--- src/rtl/pipelined_adder.sv ---
// Pipelined ripple adder: one SEG-bit carry segment per stage, with skewed operands and deskewed sum.
// Latency STAGES cycles; the whole pipe holds while the output is stalled (optional ovf via ADDER_OVERFLOW_EN).
module pipelined_adder #(
    parameter int WIDTH  = 32,
    parameter int STAGES = 4
) (
    input  logic             clk,
    input  logic             rst,
    input  logic [WIDTH-1:0] a,
    input  logic [WIDTH-1:0] b,
    input  logic             cin,
    input  logic             in_valid,
    output logic             in_ready,
    output logic [WIDTH-1:0] sum,
    output logic             cout,
    output logic             out_valid,
`ifdef ADDER_OVERFLOW_EN
    output logic             ovf,
`endif
    input  logic             out_ready
);

    localparam int SEG = WIDTH / STAGES;
    localparam int OPN = (STAGES > 1) ? STAGES - 1 : 1;

    logic [STAGES-1:0] vld_q;
    logic [STAGES-1:0] cy_q;
    logic [WIDTH-1:0]  sum_q [STAGES];
    logic [WIDTH-1:0]  opa_q [OPN];
    logic [WIDTH-1:0]  opb_q [OPN];

    logic [WIDTH-1:0]  src_a   [STAGES];
    logic [WIDTH-1:0]  src_b   [STAGES];
    logic [WIDTH-1:0]  src_s   [STAGES];
    logic [STAGES-1:0] src_c;
    logic [STAGES-1:0] src_v;
    logic [SEG:0]      seg_sum [STAGES];
    logic [WIDTH-1:0]  sum_nxt [STAGES];
    logic              stall;

    assign out_valid = vld_q[STAGES-1];
    assign sum       = sum_q[STAGES-1];
    assign cout      = cy_q[STAGES-1];
    assign stall     = out_valid & ~out_ready;
    assign in_ready  = ~stall;

    // Stage k consumes its own segment of the delayed operands and fills the same slice of the partial sum.
    always_comb begin
        src_a[0] = a;
        src_b[0] = b;
        src_s[0] = '0;
        src_c[0] = cin;
        src_v[0] = in_valid;
        for (int k = 1; k < STAGES; k++) begin
            src_a[k] = opa_q[k-1];
            src_b[k] = opb_q[k-1];
            src_s[k] = sum_q[k-1];
            src_c[k] = cy_q[k-1];
            src_v[k] = vld_q[k-1];
        end
        for (int k = 0; k < STAGES; k++) begin
            seg_sum[k] = {1'b0, src_a[k][k*SEG +: SEG]}
                       + {1'b0, src_b[k][k*SEG +: SEG]}
                       + {{SEG{1'b0}}, src_c[k]};
            sum_nxt[k] = src_s[k];
            sum_nxt[k][k*SEG +: SEG] = seg_sum[k][SEG-1:0];
        end
    end

    always_ff @(posedge clk) begin
        if (rst) begin
            vld_q <= '0;
            cy_q  <= '0;
            for (int k = 0; k < STAGES; k++) sum_q[k] <= '0;
            for (int k = 0; k < OPN; k++) begin
                opa_q[k] <= '0;
                opb_q[k] <= '0;
            end
        end else if (!stall) begin
            vld_q <= src_v;
            for (int k = 0; k < STAGES; k++) begin
                cy_q[k]  <= seg_sum[k][SEG];
                sum_q[k] <= sum_nxt[k];
            end
            for (int k = 0; k < STAGES - 1; k++) begin
                opa_q[k] <= src_a[k];
                opb_q[k] <= src_b[k];
            end
        end
    end

`ifdef ADDER_OVERFLOW_EN
    // Operand sign bits travel alongside the sum so ovf lines up with the final stage.
    logic [STAGES-1:0] sga_q;
    logic [STAGES-1:0] sgb_q;

    always_ff @(posedge clk) begin
        if (rst) begin
            sga_q <= '0;
            sgb_q <= '0;
        end else if (!stall) begin
            sga_q[0] <= a[WIDTH-1];
            sgb_q[0] <= b[WIDTH-1];
            for (int k = 1; k < STAGES; k++) begin
                sga_q[k] <= sga_q[k-1];
                sgb_q[k] <= sgb_q[k-1];
            end
        end
    end

    assign ovf = (sga_q[STAGES-1] == sgb_q[STAGES-1]) && (sum[WIDTH-1] != sga_q[STAGES-1]);
`endif

endmodule

--- config.mk ---
export PLATFORM = sky130hd
export DESIGN_NAME = pipelined_adder
export DESIGN_NICKNAME = d
export VERILOG_FILES = /design/src/rtl/pipelined_adder.sv
export SDC_FILE = /design/constraint.sdc
export NUM_CORES = 1
export LEC_CHECK = 0
export BUFFER_PORTS_ARGS = -buffer_cell sky130_fd_sc_hd__buf_4
export CORE_AREA = 5 5 127 117
export CTS_CLUSTER_DIAMETER = 80
export DETAILED_ROUTE_END_ITERATION = 8
export DIE_AREA = 0 0 132 122
export PLACE_DENSITY = 0.83
export SLEW_MARGIN = 20
export SYNTH_ARGS = -nofsm -noshare
export SYNTH_HDL_FRONTEND = slang
export SYNTH_SLANG_ARGS = --single-unit
--- constraint.sdc ---
create_clock -name clk -period 16.35 [get_ports clk]
set_clock_uncertainty 0.2 [all_clocks]
set_input_delay 0 -clock clk [delete_from_list [all_inputs] [get_ports clk]]
set_output_delay 0 -clock clk [all_outputs]
set_load 0.05 [all_outputs]
; ---- Yosys cells after proc, flatten, opt, wreduce, memory -nomap -nowiden
; Memories as Yosys holds them, arrays and structs flattened.
; Cells that the tools add are included.
[classes]
add_sub_neg = 8
muxes = 15
bitwise_logic = 13
[ops]
columns = operator, count
row1 = $mux 32, 10
row2 = $add 8x8->9, 4
row3 = $add 9x1->9, 4
row4 = $or 1x1->1, 10
row5 = $mux 1, 5
row6 = $not 1->1, 2
row7 = $and 1x1->1, 1
[totals]
reg_bits = 8
ramBits = 320
in_bits = 69
output_inout_bits = 35
n_memories = 3
[memory_table]
columns = memory, words, word_bits, rd, rd_clocked_by_memory_dff, write_ports, line_no
row1 = sum_q, 4, 32, 4, 0, 4, 28  ; logic [WIDTH-1:0] sum_q [STAGES];
row2 = opa_q, 3, 32, 3, 0, 3, 29  ; logic [WIDTH-1:0] opa_q [OPN];
row3 = opb_q, 3, 32, 3, 0, 3, 30  ; logic [WIDTH-1:0] opb_q [OPN];

; ---- Logic depth before layout (Yosys ltp)
[depth]
ltp_word = 6
depth_mapped = 7
mapped_depth_nobuf = 7

; ---- Worst setup path before layout
; OpenSTA, ideal clock, no wires.
[synth_path]
path_kind = register -> register
start = register vld_q[3]
end = memory opa_q[0][10], enable pin
setup_time_ps = 567
arrival_time_ps = 4955
slack_ps = 10628
path_stages_with_launch = 5
path_buffers = 2
path_cell_list = dfxtp_1 nor2b_4 buf_6 buf_2 nand2b_1
[synth_rtl]
columns = element, line_no
row1 = start: declaration, 26  ; logic [STAGES-1:0] vld_q;
row2 = start signal: assignment, 80  ; vld_q <= src_v;
row3 = end: declaration, 29

; ---- Worst setup path after layout
[layout_path]
start = input port cin
end = register cy_q[0]
[layout_between]
elab_chain_len = 1
[layout_lines]
columns = element, line_no
row1 = start: declaration, 11  ; input logic cin,
row2 = $add 9x1->9, 64  ; + {{SEG{1'b0}}, src_c[k]};
row3 = end signal: indexed assignment, 82  ; cy_q[k] <= seg_sum[k][SEG];
row4 = end: declaration, 27  ; logic [STAGES-1:0] cy_q;
; No other way between the ends.
; A chain may end at the register's enable or synchronous reset.

==> impl_metrics.env <==
export IMPL_clock_fmax_mhz=347.3
export IMPL_netlist_area_leader_share=0.6538
export IMPL_slowest_stage="dlygate4sd3_1"
export IMPL_worst_pin_slew_ps=1042
export IMPL_synth_edff_count=176
export IMPL_syn2layout_area_growth_pct=27.67
export IMPL_routed_via_density=5.338
export IMPL_drt_iter0_drc=467
export IMPL_drt_pass1_iter_count=5
export IMPL_crit_end="cy_q[0]"
export IMPL_worst_path_buf_inv=3
export IMPL_relSlewSlack=0.3053
export IMPL_dp_hpwl_mm=8.805
export IMPL_grt_max_degree=130
export IMPL_r2r_end="sum_q[0][87]"
export IMPL_fp_dieArea_sq_mm=0.01610
export IMPL_rsz0062_at_grt="no"
export IMPL_overflow=0
export IMPL_vias=4938
export IMPL_synthCells=567
export IMPL_synthTopCellsByArea="edfxtp_1 (65%), and2_1 (12%), ha_1 (4.3%), dfxtp_1 (2.0%), fa_1 (2.0%)"
export IMPL_fp_dieH_um=122
export IMPL_max_stage_delay_ps=570
export IMPL_worst_setup_path_end_kind="flop"
export IMPL_multi_input_area_sq_mm=0.002519
export IMPL_gp_congestion=0.8255
export IMPL_start_util=0.5947
export IMPL_synth_flop_cell="edfxtp_1"
export IMPL_required_ps=16460
export IMPL_leakage_nw=4.466
export IMPL_crit_chain="dlygate4sd3_1 -> buf_4 -> fa_1 -> fa_1 -> a21o_1 -> a31oi_1 -> nor2_1 -> o41a_1 -> dlygate4sd3_1"
export IMPL_wl_mm=14.63
export IMPL_syn_num_nets=672
export IMPL_hold_path_class="input port to flop"
export IMPL_cp_arrival_ps=2980
export IMPL_cts_tree="yes"
export IMPL_yosys_warnings=0
export IMPL_slew_violations=0
export IMPL_peakVddDrop_v=0.00009245
export IMPL_cp_start_kind="input port"
export IMPL_root_buffer="clkbuf_16"
export IMPL_cts_made_buffers=17
export IMPL_drcViolationCount=0
export IMPL_ff_latch_area_sq_mm=0.005445
export IMPL_tns_ps=0
export IMPL_post_route_min_period_ps=2879
export IMPL_r2r_cells=5
export IMPL_setup_violations=0
export IMPL_synthTopCellsByCount="edfxtp_1 (176), and2_1 (151), ha_1 (28)"
export IMPL_dieWidth_um=132
export IMPL_hold_viol_final=0
export IMPL_yosysSeqAreaShare=0.6736
export IMPL_drt_wirelength_per_cell_um=15.82
export IMPL_path_max_fanout=3
export IMPL_antenna_found_initial=0
export IMPL_status="finished, final reports clean"
export IMPL_synth_top_area_cell="edfxtp_1"
export IMPL_cts_sinks=184
export IMPL_fp_row_count=41
export IMPL_path_clk_slew_ps=70
export IMPL_num_nets_final=845
export IMPL_io_pins=104
export IMPL_antenna_left=0
export IMPL_n_fill_cell=752
export IMPL_crit_family="buffers and inverters"
export IMPL_syn_cell_area_sq_mm=0.008084
export IMPL_cap_violations=0
export IMPL_cts_max_level=4
export IMPL_yosysMostFrequentCell="edfxtp_1"
export IMPL_io_buffer_count=103
export IMPL_finalCritPeriodShare=0.1761
export IMPL_worst_setup_path_type="input port to flop"
export IMPL_diodes=0
export IMPL_ys_ff_latch=184
export IMPL_async_flop_share=0
export IMPL_grt_pass1_wl_mm=24.27
export IMPL_post_cts_resized=0
export IMPL_reg2reg_slack_ps=13720
export IMPL_syn_avg_cell_area_sq_um=14.26
export IMPL_core_area_sq_mm=0.01359
export IMPL_clock_path_buffers=2
export IMPL_powerDensity_mw_per_mm2=104.9
export IMPL_grt_use_total=0.1898
export IMPL_crit_cells=9
export IMPL_drive_gt1_frac=0.1952
export IMPL_grt_pass1_vias=4955
export IMPL_reg2reg_from="vld_q[3]"
export IMPL_yosysUniqueCellTypes=53
export IMPL_critPathLaunch="cin"
export IMPL_stdcell_area_sq_mm=0.01032
export IMPL_postPlaceCellArea_sq_mm=0.008990
export IMPL_clk_latency_ps=420
==> sequential cells by signal, indices dropped and copies added (netlist names) <==
signal,flops
opa_q,48
opb_q,48
vld_q,4
cy_q,4
sum_q,80
==> power by group <==
part / internal [mW] / switching [mW] / leakage, nW / total [mW]
clock: 0.243 / 0.172 / 0.290 / 0.415
sequential: 0.546 / 0.00861 / 2.15 / 0.554
combinational: 0.0552 / 0.0577 / 2.02 / 0.113
==> worst min-delay path: stages <==
cell and delay (ps):
buf_4 80, ha_1 180, a21oi_1 60, xor2_1 150
nor2_1 90
==> worst min path at each step <==
stage / depth (start not counted) / slack, ps / from / endpoint
final: 5 / 60 / a[3] / sum_q[0][4]
after global routing: 4 / 70 / b[5] / sum_q[0][5]
after CTS: 5 / 10 / a[3] / sum_q[0][4]
after detailed placement: 2 / 80 / b[28] / opb_q[0][28]
after global placement: 3 / 80 / in_valid / vld_q[0]
after floorplan: 2 / -60 / in_valid / vld_q[0]
==> what timing repair did <==
item	CTS	global route
endpoints found under the hold margin	64	0
hold buffers	70	0
buffers inserted	0	0
==> routing by layer <==
metal / global-route usage / part of all wire / vias to the layer above
met4: 0.06748 / 0.020 / 0
met5: 0 / 0 / -
li1: - / - / 2404
met2: 0.3071 / 0.48 / 185
met1: 0.2457 / 0.43 / 2319
met3: 0.05904 / 0.065 / 30
==> cell type report <==
| type | instances | share of cell area |
|---|---|---|
| flip-flops and latches | 184 | 0.5276 |
| multi-input cells | 355 | 0.2440 |
| repair buffers | 176 | 0.1469 |
| clock buffers | 19 | 0.04194 |
| well taps | 172 | 0.02085 |
| clock inverters | 13 | 0.01649 |
| inverters | 6 | 0.002182 |
==> cells by family after synthesis <==
kind of cell,count (synthesis),synth area share
AOI/OAI and AO/OA,70,0.05804
xor gates and xnor gates,9,0.009750
adders and majority gates,36,0.06315
buffers and inverters,28,0.01641
DFF,184,0.6736
muxes,2,0.002476
and+or+nand+nor,238,0.1766
==> cells in the final DEF (no fill, tap or decap), types with 3 or more instances in the layout <==
cell type | netlist | layout
a211o_1 | 4 | 4
a211oi_1 | 6 | 6
a21o_1 | 10 | 10
a21oi_1 | 15 | 15
and2_1 | 151 | 151
buf_4 | 0 | 105
bufinv_16 | 0 | 3
clkbuf_16 | 0 | 17
dfxtp_1 | 8 | 8
dlygate4sd3_1 | 0 | 70
edfxtp_1 | 176 | 176
fa_1 | 8 | 8
ha_1 | 28 | 28
inv_1 | 5 | 5
inv_6 | 0 | 3
nand2_1 | 14 | 14
nand3_1 | 4 | 4
nor2_1 | 25 | 25
nor3_1 | 14 | 14
nor3b_1 | 7 | 7
nor4b_1 | 4 | 4
o21a_1 | 3 | 3
o21ai_0 | 15 | 15
or3_1 | 3 | 3
xnor2_1 | 5 | 5
xor2_1 | 4 | 4
==> metrics by stage <==
step	hold slack, ps	util	std cells	setup slack, ps	total power, mW
floorplan	-59.55	-	567	10630	0.6251
finish	61.88	0.7592	925	13470	1.082
global route	74.16	0.7592	925	13380	1.120
CTS	12.93	0.7572	924	13390	1.084
detailed placement	82.69	0.6613	822	13390	0.6585
global placement	76.16	0.6613	822	13490	0.6542
No activity file was read; power rests on OpenSTA's default activity.
